## config.mk

```make
export PLATFORM = sky130hd
export DESIGN_NAME = obi_pinmux_responder
export DESIGN_NICKNAME = d
export VERILOG_FILES = /design/src/rtl/obi_pinmux_responder.sv
export SDC_FILE = /design/constraint.sdc
export NUM_CORES = 1
export LEC_CHECK = 0
export CORE_UTILIZATION = 47
export DETAILED_ROUTE_END_ITERATION = 16
export PLACE_DENSITY = 0.81
export SLEW_MARGIN = 20
export SYNTH_ARGS = -nofsm -noshare
export SYNTH_HDL_FRONTEND = slang
export SYNTH_SLANG_ARGS = --single-unit
```

## constraint.sdc

```tcl
create_clock -name clk_i -period 2.35 [get_ports clk_i]
set_input_delay 0.47 -clock clk_i [delete_from_list [all_inputs] [get_ports clk_i]]
set_output_delay 0.47 -clock clk_i [all_outputs]
set_load 0.05 [all_outputs]
```

## src/rtl/obi_pinmux_responder.sv

```systemverilog
// obi_pinmux_responder
//
// OBI subordinate for the pinmux/GPIO region. It decodes requests whose
// address bits [31:24] equal REGION and serves one transaction at a time.
// It holds the GPIO output, output-enable, pin-select and scratch registers.
// It synchronises pad inputs and routes each pad either to GPIO or to a
// peripheral.
//
// Ports:
//   clk_i, rst_i        clock and synchronous active-high reset
//   obi_req_i           request from the initiator
//   obi_gnt_o           one-cycle grant pulse
//   obi_addr_i          byte address; [31:24] region, [7:2] register offset
//   obi_we_i            1 = write
//   obi_be_i            byte enables for writes
//   obi_wdata_i         write data
//   obi_rvalid_o        one-cycle response pulse
//   obi_rdata_o         read data, zero whenever rvalid is low
//   periph_o            peripheral output values (into this block)
//   periph_oe_i         peripheral output enables
//   periph_i            synchronised pad inputs handed to peripherals
//   pad_o, pad_oe_o     pad output value and enable after the pin mux
//   pad_i               raw asynchronous pad inputs
//
// Register map (offset = addr[7:2] * 4):
//   0x00 GPIO_OUT  0x04 GPIO_OE  0x08 GPIO_IN (RO)  0x0C PIN_SEL  0x10 SCRATCH
module obi_pinmux_responder #(
    parameter int unsigned NUM_PINS = 8,
    parameter int unsigned GNT_WAIT = 0,
    parameter logic [7:0]  REGION   = 8'h0F
) (
    input  logic                clk_i,
    input  logic                rst_i,
    input  logic                obi_req_i,
    output logic                obi_gnt_o,
    input  logic [31:0]         obi_addr_i,
    input  logic                obi_we_i,
    input  logic [3:0]          obi_be_i,
    input  logic [31:0]         obi_wdata_i,
    output logic                obi_rvalid_o,
    output logic [31:0]         obi_rdata_o,
    input  logic [NUM_PINS-1:0] periph_o,
    input  logic [NUM_PINS-1:0] periph_oe_i,
    output logic [NUM_PINS-1:0] periph_i,
    output logic [NUM_PINS-1:0] pad_o,
    output logic [NUM_PINS-1:0] pad_oe_o,
    input  logic [NUM_PINS-1:0] pad_i
);

    typedef enum logic [2:0] {
        IDLE = 3'd0,
        WAIT = 3'd1,
        GNT  = 3'd2,
        RESP = 3'd3,
        ARM  = 3'd4
    } state_e;

    localparam logic [5:0] OFF_OUT = 6'h00;
    localparam logic [5:0] OFF_OE  = 6'h01;
    localparam logic [5:0] OFF_IN  = 6'h02;
    localparam logic [5:0] OFF_SEL = 6'h03;
    localparam logic [5:0] OFF_SCR = 6'h04;

    // Only selected when GNT_WAIT > 0, so the wrap at GNT_WAIT = 0 never matters.
    localparam logic [3:0] WAIT_LOAD = (GNT_WAIT > 0) ? 4'(GNT_WAIT - 1) : 4'd0;

    state_e              state_q, state_d;
    logic [3:0]          cnt_q, cnt_d;
    logic [NUM_PINS-1:0] gpio_out_q, gpio_oe_q, pin_sel_q;
    logic [NUM_PINS-1:0] sync1_q, sync2_q;
    logic [31:0]         scratch_q;
    logic [31:0]         rdata_q;
    logic [31:0]         read_val;
    logic [31:0]         write_val;
    logic [5:0]          offset;
    logic                region_hit;
    logic                unused_addr;

    assign offset      = obi_addr_i[7:2];
    assign region_hit  = (obi_addr_i[31:24] == REGION);
    assign unused_addr = ^{obi_addr_i[23:8], obi_addr_i[1:0]};

    // Current value of the addressed register, zero-extended to 32 bits.
    // Unmapped offsets read as zero.
    always_comb begin
        read_val = '0;
        case (offset)
            OFF_OUT: read_val[NUM_PINS-1:0] = gpio_out_q;
            OFF_OE:  read_val[NUM_PINS-1:0] = gpio_oe_q;
            OFF_IN:  read_val[NUM_PINS-1:0] = sync2_q;
            OFF_SEL: read_val[NUM_PINS-1:0] = pin_sel_q;
            OFF_SCR: read_val               = scratch_q;
            default: read_val               = '0;
        endcase
    end

    // Byte-enable merge of the write data over the register's current value,
    // so disabled bytes keep their contents.
    always_comb begin
        write_val = read_val;
        for (int b = 0; b < 4; b++) begin
            if (obi_be_i[b]) begin
                write_val[8*b +: 8] = obi_wdata_i[8*b +: 8];
            end
        end
    end

    // Next-state and bus outputs. ARM waits for req to be sampled low, so a
    // request left high after the response is not taken as a new one.
    always_comb begin
        state_d      = state_q;
        cnt_d        = cnt_q;
        obi_gnt_o    = 1'b0;
        obi_rvalid_o = 1'b0;
        obi_rdata_o  = '0;
        case (state_q)
            IDLE: begin
                if (obi_req_i && region_hit) begin
                    if (GNT_WAIT > 0) begin
                        state_d = WAIT;
                        cnt_d   = WAIT_LOAD;
                    end else begin
                        state_d = GNT;
                    end
                end
            end
            WAIT: begin
                if (!obi_req_i) begin
                    state_d = IDLE;
                end else if (cnt_q == 4'd0) begin
                    state_d = GNT;
                end else begin
                    cnt_d = cnt_q - 4'd1;
                end
            end
            GNT: begin
                obi_gnt_o = 1'b1;
                state_d   = RESP;
            end
            RESP: begin
                obi_rvalid_o = 1'b1;
                obi_rdata_o  = rdata_q;
                state_d      = ARM;
            end
            ARM: begin
                if (!obi_req_i) begin
                    state_d = IDLE;
                end
            end
            default: state_d = IDLE;
        endcase
    end

    // State, counter and pad synchroniser. Reset aborts any transaction.
    always_ff @(posedge clk_i) begin
        if (rst_i) begin
            state_q <= IDLE;
            cnt_q   <= '0;
            sync1_q <= '0;
            sync2_q <= '0;
        end else begin
            state_q <= state_d;
            cnt_q   <= cnt_d;
            sync1_q <= pad_i;
            sync2_q <= sync1_q;
        end
    end

    // Register file. The access happens in the grant cycle. Read data is
    // latched there, and a write returns zero in its response.
    always_ff @(posedge clk_i) begin
        if (rst_i) begin
            gpio_out_q <= '0;
            gpio_oe_q  <= '0;
            pin_sel_q  <= '0;
            scratch_q  <= '0;
            rdata_q    <= '0;
        end else if (state_q == GNT) begin
            rdata_q <= obi_we_i ? 32'h0 : read_val;
            if (obi_we_i) begin
                case (offset)
                    OFF_OUT: gpio_out_q <= write_val[NUM_PINS-1:0];
                    OFF_OE:  gpio_oe_q  <= write_val[NUM_PINS-1:0];
                    OFF_SEL: pin_sel_q  <= write_val[NUM_PINS-1:0];
                    OFF_SCR: scratch_q  <= write_val;
                    default: ;
                endcase
            end
        end
    end

    assign periph_i = sync2_q;
    assign pad_o    = (pin_sel_q & periph_o)    | (~pin_sel_q & gpio_out_q);
    assign pad_oe_o = (pin_sel_q & periph_oe_i) | (~pin_sel_q & gpio_oe_q);

endmodule

```

==> results.txt, run 1 <==
----------------------------------------------------
[Status]
  Run status ... finished clean

[Route]
  Detail Route met3 WL ... 905 um
  Via count ... 4710
  Residual DRC count ... 0
  Detailed Route Iter0 Violations ... 322
  Number of detailed-route iterations in the first pass ... 5
  Per-cell via count in the routed design ... 5.581
  M1 WL ... 5.633 mm
  Detailed-route wire length ... 13.99 mm
  Number of nets with antenna violations after detailed routing ... 0
  Highest layer used for signal routing ... met4
  Wire length on met2 ... 7.008 mm
  Post-DR wirelength/cell ... 16.58 um

[Yosys]
  Register area share after synthesis ... 45.66%
  Most used DFF post-synth ... sky130_fd_sc_hd__dfxtp_1
  Combined area of all synthesized cells ... 0.004867 mm2
  Mapped Avg Cell Area ... 8.866 um2
  Register bit count reported by yosys ... 111
  Top cells by area, synth ... sky130_fd_sc_hd__dfxtp_1 (46%), sky130_fd_sc_hd__nand2_1 (5.6%), sky130_fd_sc_hd__and2_1 (4.5%)
  Fraction of synthesized area in multiplexers ... 7.455%
  Library cell with the highest instance count after synthesis ... sky130_fd_sc_hd__dfxtp_1
  Synth async-reset ratio ... 0%
  Post-synth top area cell ... sky130_fd_sc_hd__dfxtp_1
  Nets in the synthesized netlist ... 646
  Area share of and/or/nand/nor cells after synthesis ... 23.14%
  Yosys top cell area share ... 45.66%
  Top cell types by occurrence after synthesis ... sky130_fd_sc_hd__dfxtp_1 (111), sky130_fd_sc_hd__nand2_1 (73), sky130_fd_sc_hd__a21oi_1 (42)
  Share of synthesized cell area in full adder, half adder and majority cells ... 0.2571%
  Largest family of logic cells by synthesized area ... simple AND/OR/NAND/NOR gates
  Number of flops mapped to enable cells by yosys ... 0
  Synth warn ... 0
  Area fraction in compound gates after synthesis ... 18.35%
  Synth Area in XOR/XNOR ... 0.5398%
  Cell variety after synth ... 47
  Cells after synthesis ... 549

[Timing]
  Unrepaired setup endpoints after global routing ... true
  Final worst-path cycle share ... 99.77%
  Setup Viol. Count Final ... 0
  Skew final ... 18.30 ps
  Slew @ Worst Pin ... 669.0 ps
  Final slew viol count ... 0
  Final critical delay including setup and external delays ... 2345 ps
  Total Negative Setup Slacks ... 0 ps
  Hold Violations, Final ... 0
  Maximum operating frequency ... 426.5 MHz
  Worst slew slack as a fraction of its limit ... 55.13%

[Die]
  DIE AREA ... 0.01077 mm2
  Std-Cell Core Area ... 0.009910 mm2
  Number of placement rows ... 36
  Initial Utilization ... 49.12%
  Number of placed I/O pins ... 154
  Chip Width ... 103.8 um
  Die outline height ... 103.8 um

[Power and ir drop]
  Clk network pwr share ... 35.8%
  Peak ir drop on the vdd network ... 0.3985 mV
  Combinational share of power ... 8.7%
  Int Pwr ... 0.002608 W
  Switch share ... 23.84%
  Power density normalized to cell area ... 466.4 mW/mm2
  Register share of total power ... 55.5%
  Leakage power of the design ... 2.721 nW
  Total net switching power ... 0.0008162 W

[Placement]
  Post-DP HPWL ... 10.47 mm
  Placed cell area ... 0.007102 mm2
  Port Buffer Count ... 135
  Placer Congestion ... 0.9260

[Clock network]
  Worst-Skew Late Latency ... 380 ps
  Count of buffers added by post-CTS timing repair for setup ... 0
  Total of hold buffers inserted after clock tree synthesis ... 0
  Inserted Clock Buffers ... 9
  # H-tree levels ... 3
  Library cell used as clock root buffer ... sky130_fd_sc_hd__clkbuf_8
  TritonCTS clock tree ... done
  CTS sink count ... 111
  Max Root-Sink Buffers ... 2
  Clock Pin Slew Worst Setup and Hold Paths ... 120 ps
  Quantity of gates resized following cts ... 0

[Setup path]
  Required time of the critical path ... 2650 ps
  Kind of start point of the critical path ... input pin
  Kind of end point of the critical path ... flop
  Critical path peak fanout ... 4
  Arrival time reported for the critical path endpoint ... 2640 ps
  Critical path type ... in2reg

[Cells and area]
  Final standard cell utilization of the core ... 74.08%
  Fraction of final layout cells with drive strength greater than 1 ... 21.52%
  Layout overhead on the synthesized area ... 50.82%
  Antenna Diode Count ... 0
  Final std cell area, no fill ... 0.007341 mm2
  NumNets Final ... 803

[Global route]
  Largest net degree at the start of global routing ... 65
  Initial antenna violation count ... 0
  GRT Resource Usage Total ... 26.06%
  Remaining global-route overflow ... 0
  First-pass GRT wire length ... 22.87 mm
  Vias in the first global route ... 4748

[Flow run]
  Max-Cap Viols ... 0

[Hold path]
  Worst min-delay path class ... reg2reg

----------------------------------------------------
sequential cells by signal, summed over array words and instances, names as in the netlist:
name        count
rdata_q        32
scratch_q      32
gpio_oe_q       8
gpio_out_q      8
periph_i        8
pin_sel_q       8
sync1_q         8
cnt_q           4
state_q         3
layout by cell type, fill, tap and decap left out, types with 2 or more instances in the layout:
master,netlist,layout
sky130_fd_sc_hd__dfxtp_1,111,111
sky130_fd_sc_hd__clkdlybuf4s50_1,0,84
sky130_fd_sc_hd__nand2_1,73,73
sky130_fd_sc_hd__buf_12,0,51
sky130_fd_sc_hd__buf_4,0,48
sky130_fd_sc_hd__a21oi_1,42,42
sky130_fd_sc_hd__nor2_1,40,40
sky130_fd_sc_hd__and2_1,35,32
sky130_fd_sc_hd__a22oi_1,24,24
sky130_fd_sc_hd__nor2b_1,19,19
sky130_fd_sc_hd__mux2_2,18,18
sky130_fd_sc_hd__nand3b_1,18,18
sky130_fd_sc_hd__mux2i_1,16,16
sky130_fd_sc_hd__inv_1,15,15
sky130_fd_sc_hd__o21ai_0,12,12
sky130_fd_sc_hd__o31ai_1,12,12
sky130_fd_sc_hd__clkbuf_8,0,10
sky130_fd_sc_hd__o211ai_1,8,8
sky130_fd_sc_hd__o22ai_1,7,7
sky130_fd_sc_hd__nor3_1,7,7
sky130_fd_sc_hd__a21o_1,6,6
sky130_fd_sc_hd__or3_1,5,5
sky130_fd_sc_hd__a211oi_1,5,5
sky130_fd_sc_hd__o31ai_2,4,4
sky130_fd_sc_hd__a311oi_1,4,4
sky130_fd_sc_hd__and2_2,0,3
sky130_fd_sc_hd__nand2b_1,3,3
sky130_fd_sc_hd__nand3_1,2,2
sky130_fd_sc_hd__o22ai_2,2,2
sky130_fd_sc_hd__xor2_1,2,2
sky130_fd_sc_hd__inv_6,0,2
power by group through the flow:
| stage | Combinational, W | Clock, W | Sequential [W] |
|---|---|---|---|
| 2_1_floorplan | 0.0000912 | 0 | 0.00196 |
| 3_3_place_gp | 0.000285 | 0 | 0.00194 |
| 3_5_place_dp | 0.000292 | 0 | 0.00194 |
| 4_1_cts | 0.000294 | 0.00124 | 0.00190 |
| 5_1_grt | 0.000314 | 0.00132 | 0.00190 |
| 6_report | 0.000298 | 0.00123 | 0.00190 |
through the flow:
stage	hold WS, ps	std cells	setup WS (ps)	power (W)
floorplan	413.8	549	36.30	0.002051
global placement	417.9	828	-276.0	0.002229
detailed placement	421.8	828	-344.7	0.002236
CTS	447.7	844	45.01	0.003439
global route	467.8	844	-38.56	0.003540
finish	446.0	844	5.397	0.003424
metal layers:
layer | up-vias | track usage (%)
met5 | - | 0
met4 | 0 | 11.22
met3 | 40 | 6.167
met2 | 221 | 46.55
met1 | 2218 | 29.56
li1 | 2231 | -
worst max-delay path, cell delays in order:
cell and delay (ps):
sky130_fd_sc_hd__clkdlybuf4s50_1 410, sky130_fd_sc_hd__or3_1 390, sky130_fd_sc_hd__or3b_1 410, sky130_fd_sc_hd__buf_4 180, sky130_fd_sc_hd__o22ai_1 300, sky130_fd_sc_hd__a211oi_1 200, sky130_fd_sc_hd__o31ai_1 280
cell families (layout without fill, tap and decap cells):
family                   after synthesis  after routing
AO/OA/AOI/OAI                        132            132
XOR/XNOR                               3              3
adder cells (fa/ha/maj)                1              1
buffers and inverters                 53            215
flip-flops                           111            111
multiplexers                          34             34
AND/OR/NAND/NOR                      215            215
path summary, 6_finish.rpt:
| kind | start | to | slack [ps] | cells past startpoint |
|---|---|---|---|---|
| hold reg to reg | sync1_q[3] | periph_i[3] | 450 | 1 |
| setup reg to reg | state_q[2] | gpio_out_q[6] | 430 | 4 |
| hold / removal | sync1_q[3] | periph_i[3] | 450 | 1 |
| setup / recovery | obi_addr_i[5] | pin_sel_q[3] | 5 | 7 |
cell type report:
type | instances | area, um2
Clock buffer | 10 | 137.6
Timing Repair Buffer | 184 | 2227
Sequential cell | 111 | 2222
Tap cell | 133 | 166.4
Multi-Input combinational cell | 385 | 2447
Clock inverter | 6 | 83.83
Fill cell | 709 | 2569
Inverter | 15 | 56.30
No activity file was read; power rests on OpenSTA's default activity.
==> inputs of run 2 (changes only) <==
--- a/config.mk
+++ b/config.mk
@@ -8,7 +8,7 @@
 export CORE_UTILIZATION = 47
 export DETAILED_ROUTE_END_ITERATION = 16
 export PLACE_DENSITY = 0.81
-export SLEW_MARGIN = 20
+export SLEW_MARGIN = 5
 export SYNTH_ARGS = -nofsm -noshare
 export SYNTH_HDL_FRONTEND = slang
 export SYNTH_SLANG_ARGS = --single-unit
==> results of run 2 <==
Same layout as run 1: the final DEF is identical, and so are final timing and power.
==> inputs of run 3 (changes only) <==
--- a/config.mk
+++ b/config.mk
@@ -5,9 +5,8 @@
 export SDC_FILE = /design/constraint.sdc
 export NUM_CORES = 1
 export LEC_CHECK = 0
-export CORE_UTILIZATION = 47
+export CORE_UTILIZATION = 25
 export DETAILED_ROUTE_END_ITERATION = 16
-export PLACE_DENSITY = 0.81
 export SLEW_MARGIN = 5
 export SYNTH_ARGS = -nofsm -noshare
 export SYNTH_HDL_FRONTEND = slang
==> constraint.sdc (replaced) <==
create_clock -name clk_i -period 2 [get_ports clk_i]
set_input_delay 0.4 -clock clk_i [delete_from_list [all_inputs] [get_ports clk_i]]
set_output_delay 0.4 -clock clk_i [all_outputs]
set_load 0.05 [all_outputs]
==> results.txt, run 3 (synthesized netlist as in run 1, its figures left out) <==
----------------------------------------------------
[Status]
  Run status ... finished clean

[Global route]
  Vias in the first global route ... 4276
  Remaining global-route overflow ... 0
  First-pass GRT wire length ... 22.69 mm
  GRT Resource Usage Total ... 14.43%
  Initial antenna violation count ... 0
  Largest net degree at the start of global routing ... 54

[Setup path]
  Critical path peak fanout ... 9
  Max stage delay on crit path ... 450 ps
  Kind of end point of the critical path ... flop
  Slowest cell on the critical path ... sky130_fd_sc_hd__clkdlybuf4s50_1
  Bufs and invs on worst path ... 4
  Family with the most delay on the worst path ... buffers and inverters
  Kind of start point of the critical path ... input pin
  Critical path type ... in2reg
  Most used cell along the critical path ... sky130_fd_sc_hd__buf_4
  Arrival time reported for the critical path endpoint ... 2180 ps
  Startpoint of the worst-slack reg-to-reg timing path ... state_q[1]
  Endpoint of the most critical register-to-register path ... gpio_out_q[1]
  Worst-case register-to-register setup slack ... 310 ps
  Path depth of the worst reg2reg path ... 7
  Cells along the critical path ... clkdlybuf4s50_1, buf_4, buf_4, mux2i_2, o22ai_4, buf_4, a21oi_1, o21ai_0
  Required time of the critical path ... 2220 ps

[Hold path]
  Launch point of the worst hold path ... rst_i
  Worst min-delay path class ... in2reg
  Number of instances on the worst hold path ... 2
  Worst Hold Endpoint ... state_q[2]

[Route]
  Residual DRC count ... 0
  Detailed Route Iter0 Violations ... 240
  Number of detailed-route iterations in the first pass ... 4
  Via count ... 4532
  Detailed-route wire length ... 14.69 mm
  Number of nets with antenna violations after detailed routing ... 0
  Per-cell via count in the routed design ... 4.629
  Post-DR wirelength/cell ... 15.00 um

[Flow run]
  Max-Cap Viols ... 0

[Timing]
  Skew final ... 9.207 ps
  Total Negative Setup Slacks ... 0 ps
  Unrepaired setup endpoints after global routing ... true
  Final critical delay including setup and external delays ... 1955 ps
  Slew @ Worst Pin ... 550.1 ps
  Setup Viol. Count Final ... 0
  Worst hold-check slack ... 430.9 ps
  Maximum operating frequency ... 511.5 MHz
  Final worst-path cycle share ... 97.76%
  Final slew viol count ... 0
  Hold Violations, Final ... 0
  Worst slew slack as a fraction of its limit ... 63.33%

[Power and ir drop]
  Power density normalized to cell area ... 545.2 mW/mm2
  Leakage power of the design ... 2.951 nW
  Peak ir drop on the vdd network ... 0.3556 mV

[Clock network]
  Total of hold buffers inserted after clock tree synthesis ... 0
  # H-tree levels ... 3
  Inserted Clock Buffers ... 9
  Clock Pin Slew Worst Setup and Hold Paths ... 70 ps
  Worst-Skew Late Latency ... 350 ps
  Library cell used as clock root buffer ... sky130_fd_sc_hd__clkbuf_16
  Max Root-Sink Buffers ... 2
  CTS sink count ... 111
  TritonCTS clock tree ... done

[Cells and area]
  Antenna Diode Count ... 0
  Most common cell after layout, fill and taps aside ... sky130_fd_sc_hd__dfxtp_1
  Layout overhead on the synthesized area ... 63.47%
  NumNets Final ... 811
  Most frequent cells in the layout ... sky130_fd_sc_hd__dfxtp_1 (108), sky130_fd_sc_hd__nand2_1 (72), sky130_fd_sc_hd__clkdlybuf4s50_1 (71)
  Fraction of final layout cells with drive strength greater than 1 ... 30.74%
  Regs by FF count ... rdata_q (32), scratch_q (32)

[Die]
  Number of placement rows ... 50
  Initial Utilization ... 25.76%
  Std-Cell Core Area ... 0.01889 mm2
  Die outline height ... 141.5 um
  Number of placed I/O pins ... 154
  DIE AREA ... 0.02003 mm2
  Chip Width ... 141.5 um

[Placement]
  Port Buffer Count ... 135
  Post-DP HPWL ... 10.44 mm
  Placer Congestion ... 0.8467

----------------------------------------------------
run 3: cell types whose count changed in the layout (fill, tap and decap cells not counted), sizes merged:
cell           delta
inv               -2
dlygate4sd2       +1
clkdlybuf4s50    -13
dlymetal6s2s      +4
clkdlybuf4s15     +2
clkbuf            +2
clkinvlp          +2
buf              +12
bufinv            -1
clkinv            +1
run 3: cell type report:
class	instances	area, um2
sequential	111	2226
inverter	15	56.30
multi-input combinational	385	2650
fill	1856	10940
tap	260	325.3
timing repair buffer	192	2404
clock buffer	10	239.0
clock inverter	6	56.30
run 3: worst max path at each step:
stage | slack [ps] | to | start | cells past startpoint
CTS | -5 | obi_rdata_o[4] | state_q[2] | 5
global placement | -590 | pin_sel_q[6] | obi_addr_i[5] | 7
finish | 40 | rdata_q[1] | obi_addr_i[3] | 8
global route | -10 | obi_rdata_o[21] | state_q[2] | 5
detailed placement | -600 | pin_sel_q[3] | obi_addr_i[5] | 7
floorplan | 0.2 | scratch_q[3] | obi_addr_i[2] | 6
run 3: metrics by stage:
stage / cells / setup WS (ps) / power [W] / utilization [%] / area [um2]
finish: 979 / 44.81 / 0.004337 / 42.11 / 7956
floorplan: 549 / 0.2309 / 0.002412 / - / 4888
global placement: 955 / -585.9 / 0.002636 / 38.70 / 7312
global route: 979 / -12.94 / 0.004522 / 42.11 / 7956
detailed placement: 955 / -603.1 / 0.002636 / 38.70 / 7312
CTS: 974 / -4.548 / 0.004381 / 40.85 / 7717
run 3: what timing repair did:
action | CTS | global route
pin swaps | 4 | 7
gates cloned | 0 | 3
buffers inserted | 3 | 2
endpoints found under the hold margin | 0 | 0
setup endpoints to repair | 115 | 99
resized for setup | 20 | 53
run 3: metal layers:
layer / GRT usage (%) / up-vias / share of wire [%]
met1: 19.80 / 2138 / 47
met4: 4.358 / 0 / 1.2
met2: 22.61 / 135 / 47
met3: 3.071 / 10 / 5.4
li1: - / 2249 / -
met5: 0 / - / 0
run 3: worst reg2reg max path: cells and delay by family, from the launching register on:
kind,cells,cell delay [ps]
AO/OA/AOI/OAI,2,360
buffers and inverters,3,520
flip-flops,1,340
AND/OR/NAND/NOR,2,400
run 3: where the power goes:
| part | switching, W | internal, W | leakage (nW) | total (W) |
|---|---|---|---|---|
| Clock | 0.000845 | 0.000899 | 0.139 | 0.00174 |
| Combinational | 0.000159 | 0.000203 | 1.91 | 0.000361 |
| Sequential | 0.00000957 | 0.00222 | 0.899 | 0.00223 |
| Total | 0.00101 | 0.00332 | 2.95 | 0.00434 |
